===== src/rtl/serial_adder_pkg.sv =====
// Shared types and helpers for the bit-serial adder.
// Holds the FSM state encoding and the counter-width helper so the top
// and any future users agree on both.
package serial_adder_pkg;

  typedef enum logic [1:0] {
    IDLE,
    RUN,
    DONE
  } state_t;

  // Bit-position counter width; WIDTH >= 2 is required, so the
  // guard only keeps a zero-width vector from ever being formed.
  function automatic int cnt_width(input int width);
    return (width < 2) ? 1 : $clog2(width);
  endfunction

endpackage


===== src/rtl/full_adder_ha.sv =====
// Purpose: combinational 1-bit full adder made of two half adders and an OR.
// Latency: 0 cycles (pure combinational).
// Backpressure: none; no handshake, output follows inputs.
// Ports: a, b, ci - addend bits and carry-in; s - sum bit; co - carry-out.
module full_adder_ha (
  input  logic a,
  input  logic b,
  input  logic ci,
  output logic s,
  output logic co
);

  logic s1;
  logic c1;
  logic c2;

  // First half adder: a + b
  assign s1 = a ^ b;
  assign c1 = a & b;

  // Second half adder: partial sum + carry-in
  assign s  = s1 ^ ci;
  assign c2 = s1 & ci;

  // At most one of the two half-adder carries can be set.
  assign co = c1 | c2;

endmodule


===== src/rtl/serial_adder.sv =====
// Purpose: bit-serial WIDTH-bit adder, LSB first, one bit per clock.
// Latency: done pulses WIDTH cycles after the accepting edge; busy for WIDTH+1.
// Backpressure: start is only sampled in IDLE; requests while busy are dropped.
// Ports: clk, rst (async active-high); start, A, B (Cin with SERIAL_ADDER_CIN_EN)
//        in; busy (state != IDLE), done (1-cycle pulse), Sum, Carry out.
// Optional feature: define SERIAL_ADDER_CIN_EN to add the Cin port.
module serial_adder
  import serial_adder_pkg::*;
#(
  parameter int WIDTH = 8
) (
  input  logic             clk,
  input  logic             rst,
  input  logic             start,
  input  logic [WIDTH-1:0] A,
  input  logic [WIDTH-1:0] B,
`ifdef SERIAL_ADDER_CIN_EN
  input  logic             Cin,
`endif
  output logic             busy,
  output logic             done,
  output logic [WIDTH-1:0] Sum,
  output logic             Carry
);

  localparam int CW = cnt_width(WIDTH);
  localparam logic [CW-1:0] LAST = CW'(WIDTH - 1);

  state_t           state;
  logic [WIDTH-1:0] sha;
  logic [WIDTH-1:0] shb;
  logic             carry;
  logic [CW-1:0]    cnt;
  logic             fa_s;
  logic             fa_co;
  logic             cin_init;

`ifdef SERIAL_ADDER_CIN_EN
  assign cin_init = Cin;
`else
  assign cin_init = 1'b0;
`endif

  full_adder_ha u_fa (
    .a  (sha[0]),
    .b  (shb[0]),
    .ci (carry),
    .s  (fa_s),
    .co (fa_co)
  );

  assign busy = (state != IDLE);

  always_ff @(posedge clk or posedge rst) begin
    if (rst) begin
      state <= IDLE;
      sha   <= '0;
      shb   <= '0;
      carry <= 1'b0;
      cnt   <= '0;
      done  <= 1'b0;
      Sum   <= '0;
      Carry <= 1'b0;
    end else begin
      case (state)
        IDLE: begin
          done <= 1'b0;
          if (start) begin
            sha   <= A;
            shb   <= B;
            carry <= cin_init;
            cnt   <= '0;
            state <= RUN;
          end
        end

        RUN: begin
          sha   <= {1'b0, sha[WIDTH-1:1]};
          shb   <= {1'b0, shb[WIDTH-1:1]};
          // Result bits enter at the MSB so that after WIDTH shifts bit 0
          // has walked down to Sum[0]; Sum is never cleared on start.
          Sum   <= {fa_s, Sum[WIDTH-1:1]};
          carry <= fa_co;
          if (cnt == LAST) begin
            // Clear explicitly: for non-power-of-two WIDTH the increment
            // would not wrap on its own.
            cnt   <= '0;
            Carry <= fa_co;
            done  <= 1'b1;
            state <= DONE;
          end else begin
            cnt <= cnt + 1'b1;
          end
        end

        DONE: begin
          done  <= 1'b0;
          state <= IDLE;
        end

        default: begin
          done  <= 1'b0;
          state <= IDLE;
        end
      endcase
    end
  end

endmodule


===== config.mk =====
export PLATFORM = sky130hd
export DESIGN_NAME = serial_adder
export DESIGN_NICKNAME = d
export VERILOG_FILES = /design/src/rtl/serial_adder_pkg.sv /design/src/rtl/full_adder_ha.sv /design/src/rtl/serial_adder.sv
export SDC_FILE = /design/constraint.sdc
export NUM_CORES = 1
export LEC_CHECK = 0
export CORE_MARGIN = 2
export CORE_UTILIZATION = 51
export CTS_BUF_LIST = sky130_fd_sc_hd__clkbuf_16
export CTS_CLUSTER_SIZE = 28
export DETAILED_ROUTE_END_ITERATION = 10
export MAX_ROUTING_LAYER = met4
export PLACE_DENSITY = 0.79
export SYNTH_ARGS = -nofsm -noshare
export SYNTH_HDL_FRONTEND = slang
export SYNTH_SLANG_ARGS = --single-unit
export TNS_END_PERCENT = 1

===== constraint.sdc =====
create_clock -name clk -period 1.88 [get_ports clk]
set_clock_uncertainty 0.15 [all_clocks]
set_input_delay 0.376 -clock clk [delete_from_list [all_inputs] [get_ports clk]]
set_output_delay 0.376 -clock clk [all_outputs]
set_load 0.02 [all_outputs]

; Word level (Yosys, flattened, before mapping)
; Cells that the tools add are included.
; Widths: inputs -> output; s select.
[totals]
register_bits = 32
inputBits = 19
word_cells = 38
[op_classes]
add_sub_neg = 1
n_eq_ne = 4
muxes = 14
bitwise = 5
n_reduce_logical = 6
[op_table]
columns = cell, count
row1 = $pmux 8 s2, 2
row2 = $mux 8, 2
row3 = $mux 3, 2
row4 = $pmux 3 s2, 1
row5 = $reduce_and 2->1, 3
row6 = $mux 2, 2
row7 = $ne 2x2->1 const B, 2
row8 = $pmux 2 s2, 1
row9 = $reduce_bool 2->1, 2
row10 = $add 3x1->3 const B, 1
row11 = $eq 3x3->1 const B, 1
row12 = $mux 1, 3
row13 = $and 1x1->1, 2
row14 = $eq 2x1->1 const B, 1
row15 = $logic_not 2->1, 1
row16 = $pmux 1 s2, 1
row17 = $xor 1x1->1, 2
row18 = $or 1x1->1, 1

; Logic depth before layout (Yosys ltp)
[depth]
depth_word = 4
ltp_mapped = 5

; Hierarchy
; Synthesis repeated with hierarchy kept, for this count alone.
[hier_totals]
hier_cells = 141
hier_area_um2 = 1501.4
[modules_own_cells]
columns = mod, n_inst, cells_per_inst, area_each_um2, seq_area_each_um2
row1 = serial_adder, 1, 140, 1481.4, 800.8
row2 = full_adder_ha, 1, 1, 20.0, 0.0

; Worst setup path after synthesis
; Ideal clock, no wire load.
[synth_timing]
path_type = reg-to-reg
from = register cnt[0]
to = register Carry
setup_ns = 0.127
t_arrival_ns = 1.211
path_slack_ns = 0.392
path_stages_with_launch = 5
synth_period_minus_slack_ns = 1.488
path_cell_list = dfrtp_1 > ha_1 > ha_1 > and2_1 > mux2_1
[synth_via]
elab_chain_len = 2
[synth_rtl]
columns = item, line_no
row1 = start: declaration, serial_adder.sv:33  ; logic [CW-1:0] cnt;
row2 = start signal: assignment, serial_adder.sv:92  ; cnt <= cnt + 1'b1;
row3 = $eq 3x3->1, serial_adder.sv:84  ; if (cnt == LAST) begin
row4 = $reduce_and 2->1 (no source line), -
row5 = end signal: assignment, serial_adder.sv:88  ; Carry <= fa_co;
row6 = end: declaration, serial_adder.sv:23  ; output logic Carry
; No other way between the ends.
; A chain may end at the register's enable or synchronous reset.

; Final worst setup path
[layout_timing]
from = register Sum[1]
to = output Sum[1]
[layout_rtl]
columns = item, line_no
row1 = start: declaration, serial_adder.sv:22  ; output logic [WIDTH-1:0] Sum,
row2 = start signal: assignment, serial_adder.sv:82  ; Sum <= {fa_s, Sum[WIDTH-1:1]};
; No word-level cell between the ends.

==> flow_metrics.env <==
export IMPL_status="completed"
export IMPL_cts_tree="yes"
export IMPL_synth_adder_area_share_pct=2.90
export IMPL_synth_xor_area_share_pct=0
export IMPL_hpwl_um=2220
export IMPL_min_path_type="in2async"
export IMPL_cts_made_buffers=5
export IMPL_cts_setup_buffers=0
export IMPL_totalWireLength_um=3150
export IMPL_grt_overflow_total=0
export IMPL_startpoint_type="flip-flop"
export IMPL_htree_levels=2
export IMPL_cap_violations=0
export IMPL_seq_area_frac_synth_pct=51.6
export IMPL_dieArea_sq_um=3500
export IMPL_path_buf_inv=1
export IMPL_avgRoutedWirePerCell_um=14.8
export IMPL_synth_top_family_by_area="simple AND/OR/NAND/NOR gates"
export IMPL_cts_resized=1
export IMPL_insertion_delay_ns=0.27
export IMPL_hold_violations=0
export IMPL_min_period_ns=1.79
export IMPL_grt_max_degree=33
export IMPL_ant_nets=0
export IMPL_grt_pass1_vias=1156
export IMPL_ys_ff_latch=32
export IMPL_initial_core_util_pct=52.1
export IMPL_slew_headroom_pct=73.1
export IMPL_first_pass_iters=5
export IMPL_clkTransAtPathRegs_ns=0.05
export IMPL_hold_buffers=0
export IMPL_die_x_um=59.2
export IMPL_nFillCells=215
export IMPL_grt_setup_unrepaired="no"
export IMPL_p_leak_uw=0.000921
export IMPL_syn_inst=141
export IMPL_hold_ws_ns=0.332
export IMPL_syn_avg_cell_area_sq_um=11.0
export IMPL_syn_cell_area_sq_um=1550
export IMPL_critPathTopFamily="buffers and inverters"
export IMPL_cts_sinks=32
export IMPL_post_route_period_util_pct=95.4
export IMPL_yosys_area_share_simple_pct=21.0
export IMPL_slowest_stage="clkdlybuf4s50_1"
export IMPL_core_area_sq_um=2980
export IMPL_cts_root_buf="clkbuf_16"
export IMPL_yosysWarnings=0
export IMPL_die_y_um=59.2
export IMPL_cp_cell_sequence="clkdlybuf4s50_1"
export IMPL_viasPerCell=5.41
export IMPL_io_buffers=29
export IMPL_slew_viol_final=0
export IMPL_crit_arrival_ns=1.27
export IMPL_crit_type="reg2out"
export IMPL_synth_mux_area_share_pct=0.725
export IMPL_routabilityCongestion=0.786
export IMPL_ir_drop_mv=1.07
export IMPL_track_usage_pct=22.7
export IMPL_nets=201
export IMPL_area_growth_pct=30.6
export IMPL_cts_buffer_depth=2
export IMPL_final_setup_tns_ns=0
export IMPL_setup_violations=0
export IMPL_max_freq_mhz=558
export IMPL_crit_required_ns=1.35
export IMPL_tightest_slew_ns=0.403
export IMPL_rows=20
export IMPL_synth_cell_type_count=36
export IMPL_grt_antenna_before_repair=0
export IMPL_grt_pass1_wl_um=5440
export IMPL_crit_path_end_kind="output port"
export IMPL_max_stage_delay_ns=0.61
export IMPL_drt_iter0_markers=45
export IMPL_antennaDiodeCount=0
export IMPL_critPathMaxFanout=3
export IMPL_io_pins=30
export IMPL_drive_gt1_share_pct=17.2
export IMPL_drc=0
export IMPL_power_density_nw_per_um2=1710
export IMPL_vias=1153
export IMPL_syn_nets=163
export IMPL_synth_compound_area_share_pct=17.2
## worst paths after layout
kind	start	depth (start not counted)	slack [ns]	end
worst min register to register	Carry	1	0.34	Carry
worst min-delay path	rst	3	0.33	shb[4]
worst max register to register	state[0]	4	0.26	Carry
worst max-delay path	Sum[1]	1	0.09	Sum[1]
max in group asynchronous	rst	3	0.95	Sum[6]
min in group clk	Carry	1	0.34	Carry
## per-layer routing
metal  global-route usage (%)  vias to the layer above  part of all wire (%)
li1                         -                      564                     -
met1                     27.2                      557                    42
met2                     35.4                       28                    52
met3                     7.42                        4                   4.8
met4                     8.77                        0                   1.6
met5                        -                        -                     0
## registers in the layout (all words and copies together), names as in the netlist
register / flops
Sum: 8
sha: 8
shb: 8
cnt: 3
state: 2
Carry: 1
carry: 1
done: 1
## cell families after synthesis
| group | Yosys count |
|---|---|
| AOI/OAI and AO/OA | 30 |
| and+or+nand+nor | 58 |
| adders and majority gates | 3 |
| DFF | 32 |
| muxes | 1 |
| buffers and inverters | 17 |
## through the flow
step	std cells	instance area (sq um)	utilization, %	worst slack, ns	power (uW)
CTS	213	2030	68.1	0.0784	3490
detailed placement	205	1890	63.5	0.0278	2720
finish	213	2030	68.1	0.0873	3460
global route	213	2030	68.1	0.0407	3720
global placement	205	1890	63.5	0.0774	2670
floorplan	141	1550	-	0.392	2240
## cell type report
| class | count | area [sq um] | area share [%] |
|---|---|---|---|
| inverter | 9 | 33.8 | 1.67 |
| clock inverter | 3 | 13.8 | 0.679 |
| tap | 33 | 41.3 | 2.04 |
| timing repair buffer | 39 | 364 | 18.0 |
| multi-input combinational | 92 | 649 | 32.0 |
| sequential | 32 | 801 | 39.5 |
| clock buffer | 5 | 125 | 6.17 |
## power breakdown
group          total (uW)  leakage [uW]  switching (uW)  internal, uW
sequential           1200      0.000388             193          1010
combinational        1500      0.000462             781           717
clock                 755     0.0000710             275           480
total                3460      0.000921            1250          2210
## synthesized netlist by cell type (all sizes together)
| cell | number | area (sq um) |
|---|---|---|
| a21oi | 8 | 40.0 |
| a221oi | 6 | 83.8 |
| a22o | 3 | 26.3 |
| a22oi | 1 | 7.51 |
| a32o | 1 | 10.0 |
| and2 | 1 | 6.26 |
| and4bb | 1 | 12.5 |
| buf | 7 | 65.1 |
| clkbuf | 1 | 3.75 |
| dfrtp | 32 | 801 |
| fa | 1 | 20.0 |
| ha | 2 | 25.0 |
| inv | 9 | 33.8 |
| mux2 | 1 | 11.3 |
| nand2 | 27 | 101 |
| nand2b | 1 | 6.26 |
| nand3b | 1 | 7.51 |
| nor2 | 6 | 40.0 |
| nor2b | 9 | 66.3 |
| nor3 | 6 | 30.0 |
| nor3b | 6 | 55.1 |
| o21ai | 2 | 10.0 |
| o21bai | 1 | 18.8 |
| o221a | 1 | 11.3 |
| o22a | 6 | 52.6 |
| o31ai | 1 | 7.51 |
## cells in the final DEF (no fill, tap or decap), types with 2 or more instances in the layout
master / netlist / routed
o22a_1: 6 / 6
a22o_1: 3 / 3
inv_1: 8 / 8
a221oi_2: 5 / 5
nor2b_1: 7 / 7
nor3b_1: 4 / 4
clkdlybuf4s50_1: 0 / 28
clkbuf_16: 0 / 5
a21oi_1: 8 / 8
nand2_1: 27 / 27
nor3_1: 6 / 6
nor2_4: 2 / 2
ha_1: 2 / 2
dfrtp_1: 32 / 32
clkinv_2: 0 / 2
nor2_1: 3 / 3
nor3b_2: 2 / 2
buf_4: 2 / 10
(Power assumes the default switching activity.)
